### src/rtl/sram_wr_pkg.sv
// Shared types and constants for the SRAM capture writer.
// The VERIFY state exists only when SRAM_WR_READBACK_EN is defined.
package sram_wr_pkg;

  localparam int unsigned ADDR_W_DEF    = 20;
  localparam int unsigned DATA_W        = 16;
  localparam int unsigned WE_CYCLES_MIN = 1;
  localparam int unsigned WE_CYCLES_MAX = 7;
  localparam int unsigned WE_CNT_W      = 3;

`ifdef SRAM_WR_READBACK_EN
  typedef enum logic [2:0] {
    IDLE, ARMED, SETUP, WRITE, HOLD, DONE, VERIFY
  } state_e;
`else
  typedef enum logic [2:0] {
    IDLE, ARMED, SETUP, WRITE, HOLD, DONE
  } state_e;
`endif

  // Last WRITE-state count value, with the pulse width clamped to its legal range.
  function automatic logic [WE_CNT_W-1:0] we_last(input int unsigned cycles);
    int unsigned c;
    c = cycles;
    if (c < WE_CYCLES_MIN) c = WE_CYCLES_MIN;
    if (c > WE_CYCLES_MAX) c = WE_CYCLES_MAX;
    return WE_CNT_W'(c - 1);
  endfunction

endpackage

### src/rtl/sram_wr_addr_ctr.sv
// SRAM word address and completed-write counter; neither moves past the
// configured window.
module sram_wr_addr_ctr
  import sram_wr_pkg::*;
#(
  parameter int unsigned       ADDR_W    = ADDR_W_DEF,
  parameter logic [ADDR_W-1:0] BASE_ADDR = '0,
  parameter logic [ADDR_W-1:0] LAST_ADDR = '1
) (
  input  logic              Clk,
  input  logic              reset,
  input  logic              load,
  input  logic              commit,
  input  logic              advance,
  output logic [ADDR_W-1:0] addr,
  output logic [ADDR_W:0]   count,
  output logic              at_last_c
);

  localparam logic [ADDR_W:0] CNT_MAX =
    (ADDR_W+1)'(LAST_ADDR) - (ADDR_W+1)'(BASE_ADDR) + (ADDR_W+1)'(1);

  assign at_last_c = (addr == LAST_ADDR);

  always_ff @(posedge Clk or negedge reset) begin
    if (!reset) begin
      addr  <= BASE_ADDR;
      count <= '0;
    end else if (load) begin
      addr  <= BASE_ADDR;
      count <= '0;
    end else begin
      if (commit && (count != CNT_MAX)) count <= count + (ADDR_W+1)'(1);
      if (advance && !at_last_c)        addr  <= addr + ADDR_W'(1);
    end
  end

endmodule

### src/rtl/sram_writing_fsm.sv
// Streams handshaked 16-bit samples into consecutive SRAM words.
// Define SRAM_WR_READBACK_EN to read back and check every written word.
module sram_writing_fsm
  import sram_wr_pkg::*;
#(
  parameter int unsigned       ADDR_W    = ADDR_W_DEF,
  parameter logic [ADDR_W-1:0] BASE_ADDR = '0,
  parameter logic [ADDR_W-1:0] LAST_ADDR = ADDR_W'(20'hFFFFF),
  parameter int unsigned       WE_CYCLES = 2
) (
  input  logic              Clk,
  input  logic              reset,
  input  logic              start,
  input  logic              stop,
  input  logic [DATA_W-1:0] din,
  input  logic              din_valid,
  output logic              din_ready,
  output logic [ADDR_W-1:0] SRAM_ADDR,
  output logic [DATA_W-1:0] sram_dq_out,
  output logic              sram_dq_oe,
  input  logic [DATA_W-1:0] SRAM_DQ,
  output logic              SRAM_CE_N,
  output logic              SRAM_UB_N,
  output logic              SRAM_LB_N,
  output logic              SRAM_OE_N,
  output logic              SRAM_WE_N,
  output logic [ADDR_W:0]   words_written,
  output logic              busy,
  output logic              done,
  output logic              verify_err
);

  localparam logic [WE_CNT_W-1:0] WE_LAST = we_last(WE_CYCLES);

  state_e              state;
  logic [1:0]          rst_sync;
  logic                stop_pend;
  logic                strobe_n;
  logic [WE_CNT_W-1:0] we_cnt;
  logic                rst_ok_c;
  logic                at_last_c;
  logic                arm_c;
  logic                wr_end_c;
  logic                finish_c;

  // Release from reset only counts once it has been seen on two clock edges.
  always_ff @(posedge Clk or negedge reset) begin
    if (!reset) rst_sync <= 2'b00;
    else        rst_sync <= {rst_sync[0], 1'b1};
  end

  assign rst_ok_c  = rst_sync[1];
  assign SRAM_CE_N = strobe_n;
  assign SRAM_UB_N = strobe_n;
  assign SRAM_LB_N = strobe_n;

`ifdef SRAM_WR_READBACK_EN
  logic v_phase;
`endif

  always_comb begin
    arm_c    = ((state == IDLE) || (state == DONE)) && start && rst_ok_c;
    finish_c = at_last_c || stop_pend || stop;
`ifdef SRAM_WR_READBACK_EN
    wr_end_c = (state == VERIFY) && v_phase;
`else
    wr_end_c = (state == HOLD);
`endif
  end

  sram_wr_addr_ctr #(
    .ADDR_W    (ADDR_W),
    .BASE_ADDR (BASE_ADDR),
    .LAST_ADDR (LAST_ADDR)
  ) u_addr_ctr (
    .Clk       (Clk),
    .reset     (reset),
    .load      (arm_c),
    .commit    (state == HOLD),
    .advance   (wr_end_c && !finish_c),
    .addr      (SRAM_ADDR),
    .count     (words_written),
    .at_last_c (at_last_c)
  );

  always_ff @(posedge Clk or negedge reset) begin
    if (!reset) begin
      state       <= IDLE;
      din_ready   <= 1'b0;
      sram_dq_out <= '0;
      sram_dq_oe  <= 1'b0;
      strobe_n    <= 1'b1;
      SRAM_OE_N   <= 1'b1;
      SRAM_WE_N   <= 1'b1;
      busy        <= 1'b0;
      done        <= 1'b0;
      stop_pend   <= 1'b0;
      we_cnt      <= '0;
`ifdef SRAM_WR_READBACK_EN
      v_phase     <= 1'b0;
`endif
    end else begin
      case (state)
        IDLE, DONE: begin
          if (arm_c) begin
            state     <= ARMED;
            din_ready <= 1'b1;
            busy      <= 1'b1;
            done      <= 1'b0;
            stop_pend <= 1'b0;
          end
        end
        // stop takes priority over a word offered in the same cycle
        ARMED: begin
          if (stop) begin
            state     <= DONE;
            din_ready <= 1'b0;
            busy      <= 1'b0;
            done      <= 1'b1;
          end else if (din_valid) begin
            state       <= SETUP;
            din_ready   <= 1'b0;
            sram_dq_out <= din;
            sram_dq_oe  <= 1'b1;
            strobe_n    <= 1'b0;
          end
        end
        SETUP: begin
          stop_pend <= stop_pend | stop;
          state     <= WRITE;
          SRAM_WE_N <= 1'b0;
          we_cnt    <= '0;
        end
        WRITE: begin
          stop_pend <= stop_pend | stop;
          if (we_cnt == WE_LAST) begin
            state     <= HOLD;
            SRAM_WE_N <= 1'b1;
          end else begin
            we_cnt <= we_cnt + WE_CNT_W'(1);
          end
        end
        HOLD: begin
          stop_pend <= stop_pend | stop;
`ifdef SRAM_WR_READBACK_EN
          state      <= VERIFY;
          sram_dq_oe <= 1'b0;
          SRAM_OE_N  <= 1'b0;
          v_phase    <= 1'b0;
`endif
        end
`ifdef SRAM_WR_READBACK_EN
        VERIFY: begin
          stop_pend <= stop_pend | stop;
          v_phase   <= 1'b1;
        end
`endif
        default: state <= IDLE;
      endcase

      // End of a write cycle: release the bus, then stop or ask for the next word.
      if (wr_end_c) begin
        strobe_n   <= 1'b1;
        sram_dq_oe <= 1'b0;
        SRAM_OE_N  <= 1'b1;
        SRAM_WE_N  <= 1'b1;
        if (finish_c) begin
          state <= DONE;
          busy  <= 1'b0;
          done  <= 1'b1;
        end else begin
          state     <= ARMED;
          din_ready <= 1'b1;
        end
      end
    end
  end

`ifdef SRAM_WR_READBACK_EN
  // Sticky until the next capture is armed.
  always_ff @(posedge Clk or negedge reset) begin
    if (!reset)
      verify_err <= 1'b0;
    else if (arm_c)
      verify_err <= 1'b0;
    else if ((state == VERIFY) && v_phase && (SRAM_DQ != sram_dq_out))
      verify_err <= 1'b1;
  end
`else
  logic unused_dq_c;
  assign unused_dq_c = ^SRAM_DQ;
  assign verify_err  = 1'b0;
`endif

endmodule
### config.mk
export PLATFORM = sky130hd
export DESIGN_NAME = sram_writing_fsm
export DESIGN_NICKNAME = d
export VERILOG_FILES = /design/src/rtl/sram_wr_pkg.sv /design/src/rtl/sram_wr_addr_ctr.sv /design/src/rtl/sram_writing_fsm.sv
export SDC_FILE = /design/constraint.sdc
export NUM_CORES = 1
export LEC_CHECK = 0
export BUFFER_PORTS_ARGS = -buffer_cell sky130_fd_sc_hd__clkbuf_2
export CELL_PAD_IN_SITES_DETAIL_PLACEMENT = 1
export CELL_PAD_IN_SITES_GLOBAL_PLACEMENT = 1
export CORE_MARGIN = 1
export CORE_UTILIZATION = 23
export DETAILED_ROUTE_END_ITERATION = 10
export HOLD_SLACK_MARGIN = 0.1
export PLACE_DENSITY_LB_ADDON = 0.1
export SLEW_MARGIN = 20
export SYNTH_ARGS = -nofsm -noshare
export SYNTH_HDL_FRONTEND = slang
export SYNTH_SLANG_ARGS = --single-unit
### constraint.sdc
create_clock -name Clk -period 4.41 [get_ports Clk]
set_input_delay 0.882 -clock Clk [delete_from_list [all_inputs] [get_ports Clk]]
set_output_delay 0.882 -clock Clk [all_outputs]
set_load 0.01 [all_outputs]
; ---- Yosys cells after proc, flatten, opt, wreduce, memory -nomap -nowiden
; Index checks and enable logic that the tools add are counted.
[op_classes]
shift = 0
bitwise_logic = 2
mul = 0
n_reduce_logical = 26
n_div = 0
muxes = 42
n_eq_ne = 14
addsub = 3
n_lt_le_gt_ge = 0
[op_table]
columns = operator, count
row1 = 21-bit 2-to-1 mux, 2
row2 = 20-bit 2-to-1 mux, 2
row3 = 1-bit 2-to-1 mux, 24
row4 = "21-bit by 1-bit adder with 21-bit output, second input constant", 1
row5 = 3-bit 2-to-1 mux, 7
row6 = "21-bit != test, second input constant", 1
row7 = "20-bit by 1-bit adder with 20-bit output, second input constant", 1
row8 = "20-bit equality test, second input constant", 1
row9 = 3-bit one-hot mux with 4 select lines, 1
row10 = 2-bit nonzero test, 6
row11 = 1-bit one-hot mux with 2 select lines, 5
row12 = 3-bit AND reduction, 3
row13 = "3-bit by 1-bit equality test with 1-bit output, second input constant", 2
row14 = "3-bit by 2-bit equality test with 1-bit output, second input constant", 2
row15 = "3-bit equality test, second input constant", 2
row16 = "3-bit by 2-bit != test with 1-bit output, second input constant", 2
row17 = 3-bit one-hot mux with 2 select lines, 1
row18 = 2-bit AND reduction, 3
row19 = 1-bit logical AND, 5
row20 = "2-bit != test, second input constant", 2
row21 = "4-bit by 3-bit != test with 1-bit output, second input constant", 1
row22 = "3-bit by 1-bit adder with 3-bit output, second input constant", 1
row23 = 3-bit logical NOT, 1
row24 = 1-bit logical OR, 3
row25 = 7 further kinds, 8
[word_totals]
ff_bits = 72
ramBits = 0
mem_bits_ro = 0
word_cells = 100
inputBits = 37
mem_count = 0
latch_bits = 0

; ---- Depth between registers and ports, before layout
[logic_depth]
depth_word = 8
ltp_mapped = 7

; ---- By module
; From an unflattened synthesis, not the netlist that was laid out.
[hier_totals]
hier_cells = 344
area_unflattened_um2 = 3604.7
[by_module_without_submodules]
columns = module, instances, area_per_inst_um2, cells_per_inst
row1 = sram_wr_addr_ctr, 1, 2193.4, 232
row2 = sram_writing_fsm, 1, 1411.4, 112

; ---- Worst setup path after synthesis
; OpenSTA, ideal clock, no wires.
[synth_timing]
path_type = input to register
startpoint = input port stop
endpoint = register u_addr_ctr.addr[11]
setup_time_ns = 0.077
stages = 5
t_arrival_ns = 2.048
path_slack_ns = 2.285
required_ns = 4.333
path_cell_list = buf_6 > nor2_1 > nand3_2 > or4_1 > a21oi_1
[synth_between]
elab_chain_len = 5
[synth_rtl]
columns = item, line_no
row1 = start: declaration, sram_writing_fsm.sv:14  ; input logic stop,
row2 = 1-bit logical OR, sram_writing_fsm.sv:63  ; finish_c = at_last_c || stop_pend || stop;
row3 = 1-bit logical NOT, sram_writing_fsm.sv:80  ; .advance (wr_end_c && !finish_c),
row4 = 1-bit logical AND, sram_writing_fsm.sv:80
row5 = 1-bit logical AND, sram_wr_addr_ctr.sv:34  ; if (advance && !at_last_c) addr <= addr + ADDR_W'(1);
row6 = 2-bit nonzero test (no line), -
row7 = end signal: assignment, sram_wr_addr_ctr.sv:34
row8 = end: declaration, sram_wr_addr_ctr.sv:15  ; output logic [ADDR_W-1:0] addr,
; No other way between the ends.
; A chain may end at the register's enable or synchronous reset.

; ---- Worst setup path after layout
[layout_timing]
startpoint = register state[2]
endpoint = register u_addr_ctr.addr[15]
[layout_between]
elab_chain_len = 5
word_cells_on_any_way = 10
[layout_rtl]
columns = item, line_no
row1 = start: declaration, sram_writing_fsm.sv:35  ; state_e state;
row2 = start signal: assignment, sram_writing_fsm.sv:88  ; state <= IDLE;
row3 = start signal: assignment, sram_writing_fsm.sv:106  ; state <= ARMED;
row4 = start signal: assignment, sram_writing_fsm.sv:116  ; state <= DONE;
row5 = 3-bit equality test or 3-bit logical NOT (tied branches), sram_writing_fsm.sv:62  ; arm_c = ((state == IDLE) || (state == DONE)) && start && rst_ok_c;
row6 = 1-bit logical OR, sram_writing_fsm.sv:62
row7 = 1-bit logical AND (2 in series), sram_writing_fsm.sv:62
row8 = 20-bit 2-to-1 mux or 2-bit nonzero test (tied branches), -
; Several ways; a longest one is shown, not always the timed one.

==> impl_summary.txt <==
----------------------------------------------------
[Status]
  Result of the run ... finished clean

[Cells and area]
  Final Instance Count excl. Fillers ... 684
  Share of layout cells above drive strength 1 ... 0.2694
  Final net count ... 502
  Layout Area Growth over Synthesis ... 21.05%
  Fillers ... 1887
  Area taken by flip-flops and latches ... 0.001804 mm²
  Area occupied by multi-input gates ... around 0.0019 mm²
  Count of antenna diodes in the layout ... 0

[Worst setup path]
  Ordered cell list for the critical path ... nor3b_4 > nand3_2 > nor4b_1 > mux2i_1
  Biggest fanout along the worst timing path ... 15
  Arrival time worst endpoint ... 2740 ps
  WS Path Type ... reg -> reg
  Slowest cell on crit path ... sky130_fd_sc_hd__nor3b_4
  CP top delay family ... simple AND/OR/NAND/NOR gates
  Endpoint of the worst register-to-register path ... u_addr_ctr.addr[15]
  Critical Path Source Type ... flip-flop
  Worst reg-to-reg path cell count ... 4
  CP bufs+invs ... 0
  Minimum setup slack among reg-to-reg paths ... 1940 ps
  WP data required ... between 4000 and 5000 ps
  Largest stage delay on the critical path ... 720 ps
  Setup crit end kind ... flip-flop
  R2R Path Start ... state[2]

[Synth]
  Number of enable flip-flop cells after synthesis ... 0
  Number of synthesized register bits ... just over 70
  Prevailing post-synth register cell ... sky130_fd_sc_hd__dfrtp_1
  Top cell types by occurrence after synthesis ... sky130_fd_sc_hd__dfrtp_1 (70), sky130_fd_sc_hd__nand2_1 (34), sky130_fd_sc_hd__a21oi_1 (29)
  Fraction of synthesis flops using an asynchronous set or reset pin ... 1.000
  Summed instance area of the synthesized netlist ... roughly 0.0039 mm²
  Synthesized area per cell ... between 10 and 15 µm²
  Sequential element share of the synthesized area ... 0.4635
  Largest area contributor in the netlist ... sky130_fd_sc_hd__dfrtp_1
  Most frequently used cell type in the post-synthesis netlist ... sky130_fd_sc_hd__dfrtp_1
  Share of Yosys cell area claimed by the top area cell type ... 0.4500
  Synthesized instance count ... roughly 390
  Synth area leaders ... sky130_fd_sc_hd__dfrtp_1 (45%), sky130_fd_sc_hd__mux2_2 (4.9%), sky130_fd_sc_hd__mux2i_1 (4.4%)
  Yosys cell types ... 61
  Number of warnings reported in the yosys synthesis log ... 0

[Clock network]
  Root buffer cell ... sky130_fd_sc_hd__clkbuf_16
  H-tree Lvls ... 3
  Inserted Clock Buffers ... 9
  Post-CTS Setup Inserts ... 0
  CTS tree ... done
  Register clock-pin slew on the reported worst setup and hold paths ... 60 ps
  Resize count post-CTS ... 0
  Number of buffers inserted by hold repair at cts ... 0
  Maximum buffer depth of the clock tree ... 2
  Clock insertion delay at the later pin of the skew report ... 340 ps
  CTS sink count ... 72

[Global routing]
  GRT Residual Overflow ... 0
  Met3 track demand over resource in global routing ... 0.03191
  GRT Total Usage ... 0.1355
  Initial antenna violation count ... 0
  Met2 Use GR ... 0.2028
  Wire length of the first global-routing pass ... 18420 µm
  Vias in the first global route ... 3385
  Met1 Resource Use GR ... 0.1845
  Maximum number of pins on one net before global-route repair ... 73
  Most Crowded Layer GR ... met2

[Hold path]
  Class of the worst hold path ... reg -> reg
  Hold Path Origin ... rst_sync[0]
  End point of the most critical hold path ... rst_sync[1]
  Number of cells on the worst hold path ... 0

[STA]
  Setup TNS ... 0 ps
  Max Freq ... ~400 MHz
  Remaining max-slew budget at the tightest pin ... 0.3425
  Actual slew at the worst max-slew pin ... 985.2 ps
  Number of max-slew violations in the final report ... 0
  Share of the cycle needed by the critical path after routing ... 0.5608
  Total of endpoints with negative setup slack in the final report ... 0
  RSZ-0062 raised after global routing ... false
  Number of hold violations in the final report ... 0
  Clock Skew ... 8.840 ps
  Final worst path period need ... around 2500 ps

[Routing]
  Via count normalized by instance count ... 4.835
  DRC violation count after routing ... 0
  Routed wire per std cell ... 16.07 µm
  Total Wirelength ... 11000 µm
  Routed via count ... 3307
  Number of iterations in the first detailed-routing pass ... 4
  Number of nets with antenna violations after detailed routing ... 0
  Initial DRC Count ... between 100 and 150

[Floorplan]
  Core region area ... 0.01652 mm²
  Die width ... about 130 µm
  Starting density of the core ... 0.2356
  Number of top-level pins ... 104
  Height of the die ... roughly 130 µm
  Number of standard-cell rows in the floorplan ... 47
  Full die area ... between 0.015 and 0.02 mm²

[Flow run]
  Max-cap violations ... 0

[Power and ir drop]
  Power per cell area ... 494.7 mW/mm²
  Worst vdd ir ... 0.2316 mV
  Leakage dissipation ... ~0.0021 µW

[Place]
  Gp weighted congestion ... about 0.70
  DP HPWL ... ~7500 µm
  Instance count after placement with tap cells included ... 669
  Count of port buffers added during placement ... 85

----------------------------------------------------
## worst register-to-register path: stages (launching register included)
cell and delay, ps:
sky130_fd_sc_hd__dfrtp_1 650, sky130_fd_sc_hd__nor3b_4 720, sky130_fd_sc_hd__nand3_2 370, sky130_fd_sc_hd__nor4b_1 440, sky130_fd_sc_hd__mux2i_1 220
## metrics by stage
step           area, µm²  setup WS, ps  power (µW)  hold WS, ps    util
2_1_floorplan       3896          2285        1442        331.2       -
3_3_place_gp        4448          1769        1685        331.4  0.2692
3_5_place_dp        4448          1701        1703        345.7  0.2692
4_1_cts             4696          1900        2390        359.3  0.2842
5_1_grt             4712          1719        2509        364.3  0.2852
6_report            4712          1937        2331        352.8  0.2852
## layer usage
layer	share of wire	up-vias
met5	0	-
met4	0.018	0
met3	0.043	14
met2	0.44	77
met1	0.49	1647
li1	-	1569
## power by group
part / internal, µW / switching, µW / total [µW]
logic: 320 / 364 / 684
clock network: 379 / 276 / 656
registers: 818 / 174 / 992
total: 1520 / 814 / 2330
## logic make-up (layout without fill, tap and decap cells)
| logic type | Yosys count | count (layout) | synth area share |
|---|---|---|---|
| AOI/OAI and AO/OA | 84 | 84 | 0.1363 |
| xor gates and xnor gates | 4 | 4 | 0.009002 |
| DFF | 72 | 72 | 0.4635 |
| buffers and inverters | 36 | 114 | 0.05336 |
| and+or+nand+nor | 148 | 148 | 0.2269 |
| other | 2 | 3 | 0.001929 |
| muxes | 34 | 34 | 0.09289 |
| adders and majority gates | 5 | 5 | 0.01607 |
## worst max-delay path by stage
stage	from	to	cells past startpoint
final	state[2]	u_addr_ctr.addr[15]	4
after global placement	start	u_addr_ctr.count[17]	5
after detailed placement	start	u_addr_ctr.count[15]	5
after global routing	state[2]	u_addr_ctr.addr[15]	4
after floorplan	stop	u_addr_ctr.addr[11]	5
after CTS	state[1]	u_addr_ctr.count[15]	4
## placed cells by master, fill, tap and decap left out, drive strengths merged, types with 9 or more instances in the layout
master	instances
a21oi	29
clkbuf	99
dfrtp	70
inv	13
mux2	17
mux2i	17
nand2	35
nand2b	12
nand3	17
nand4	12
nor2	10
o21ai	17
o31ai	10
or3	9
or4	11
## area by class of cell
type,count,share of cell area
Inverter,13,0.01036
Tap cell,220,0.05842
Sequential cell,72,0.3829
Clock buffer,15,0.05258
Timing Repair Buffer,86,0.09320
Multi-Input combinational cell,278,0.4025
## flip-flops by register name (all words and copies together) (netlist names)
name,flops
sram_dq_out,16
u_addr_ctr.count,21
SRAM_WE_N,1
u_addr_ctr.addr,20
stop_pend,1
we_cnt,3
sram_dq_oe,1
din_ready,1
busy,1
rst_sync,2
SRAM_CE_N,1
done,1
state,3
(Power assumes the default switching activity.)
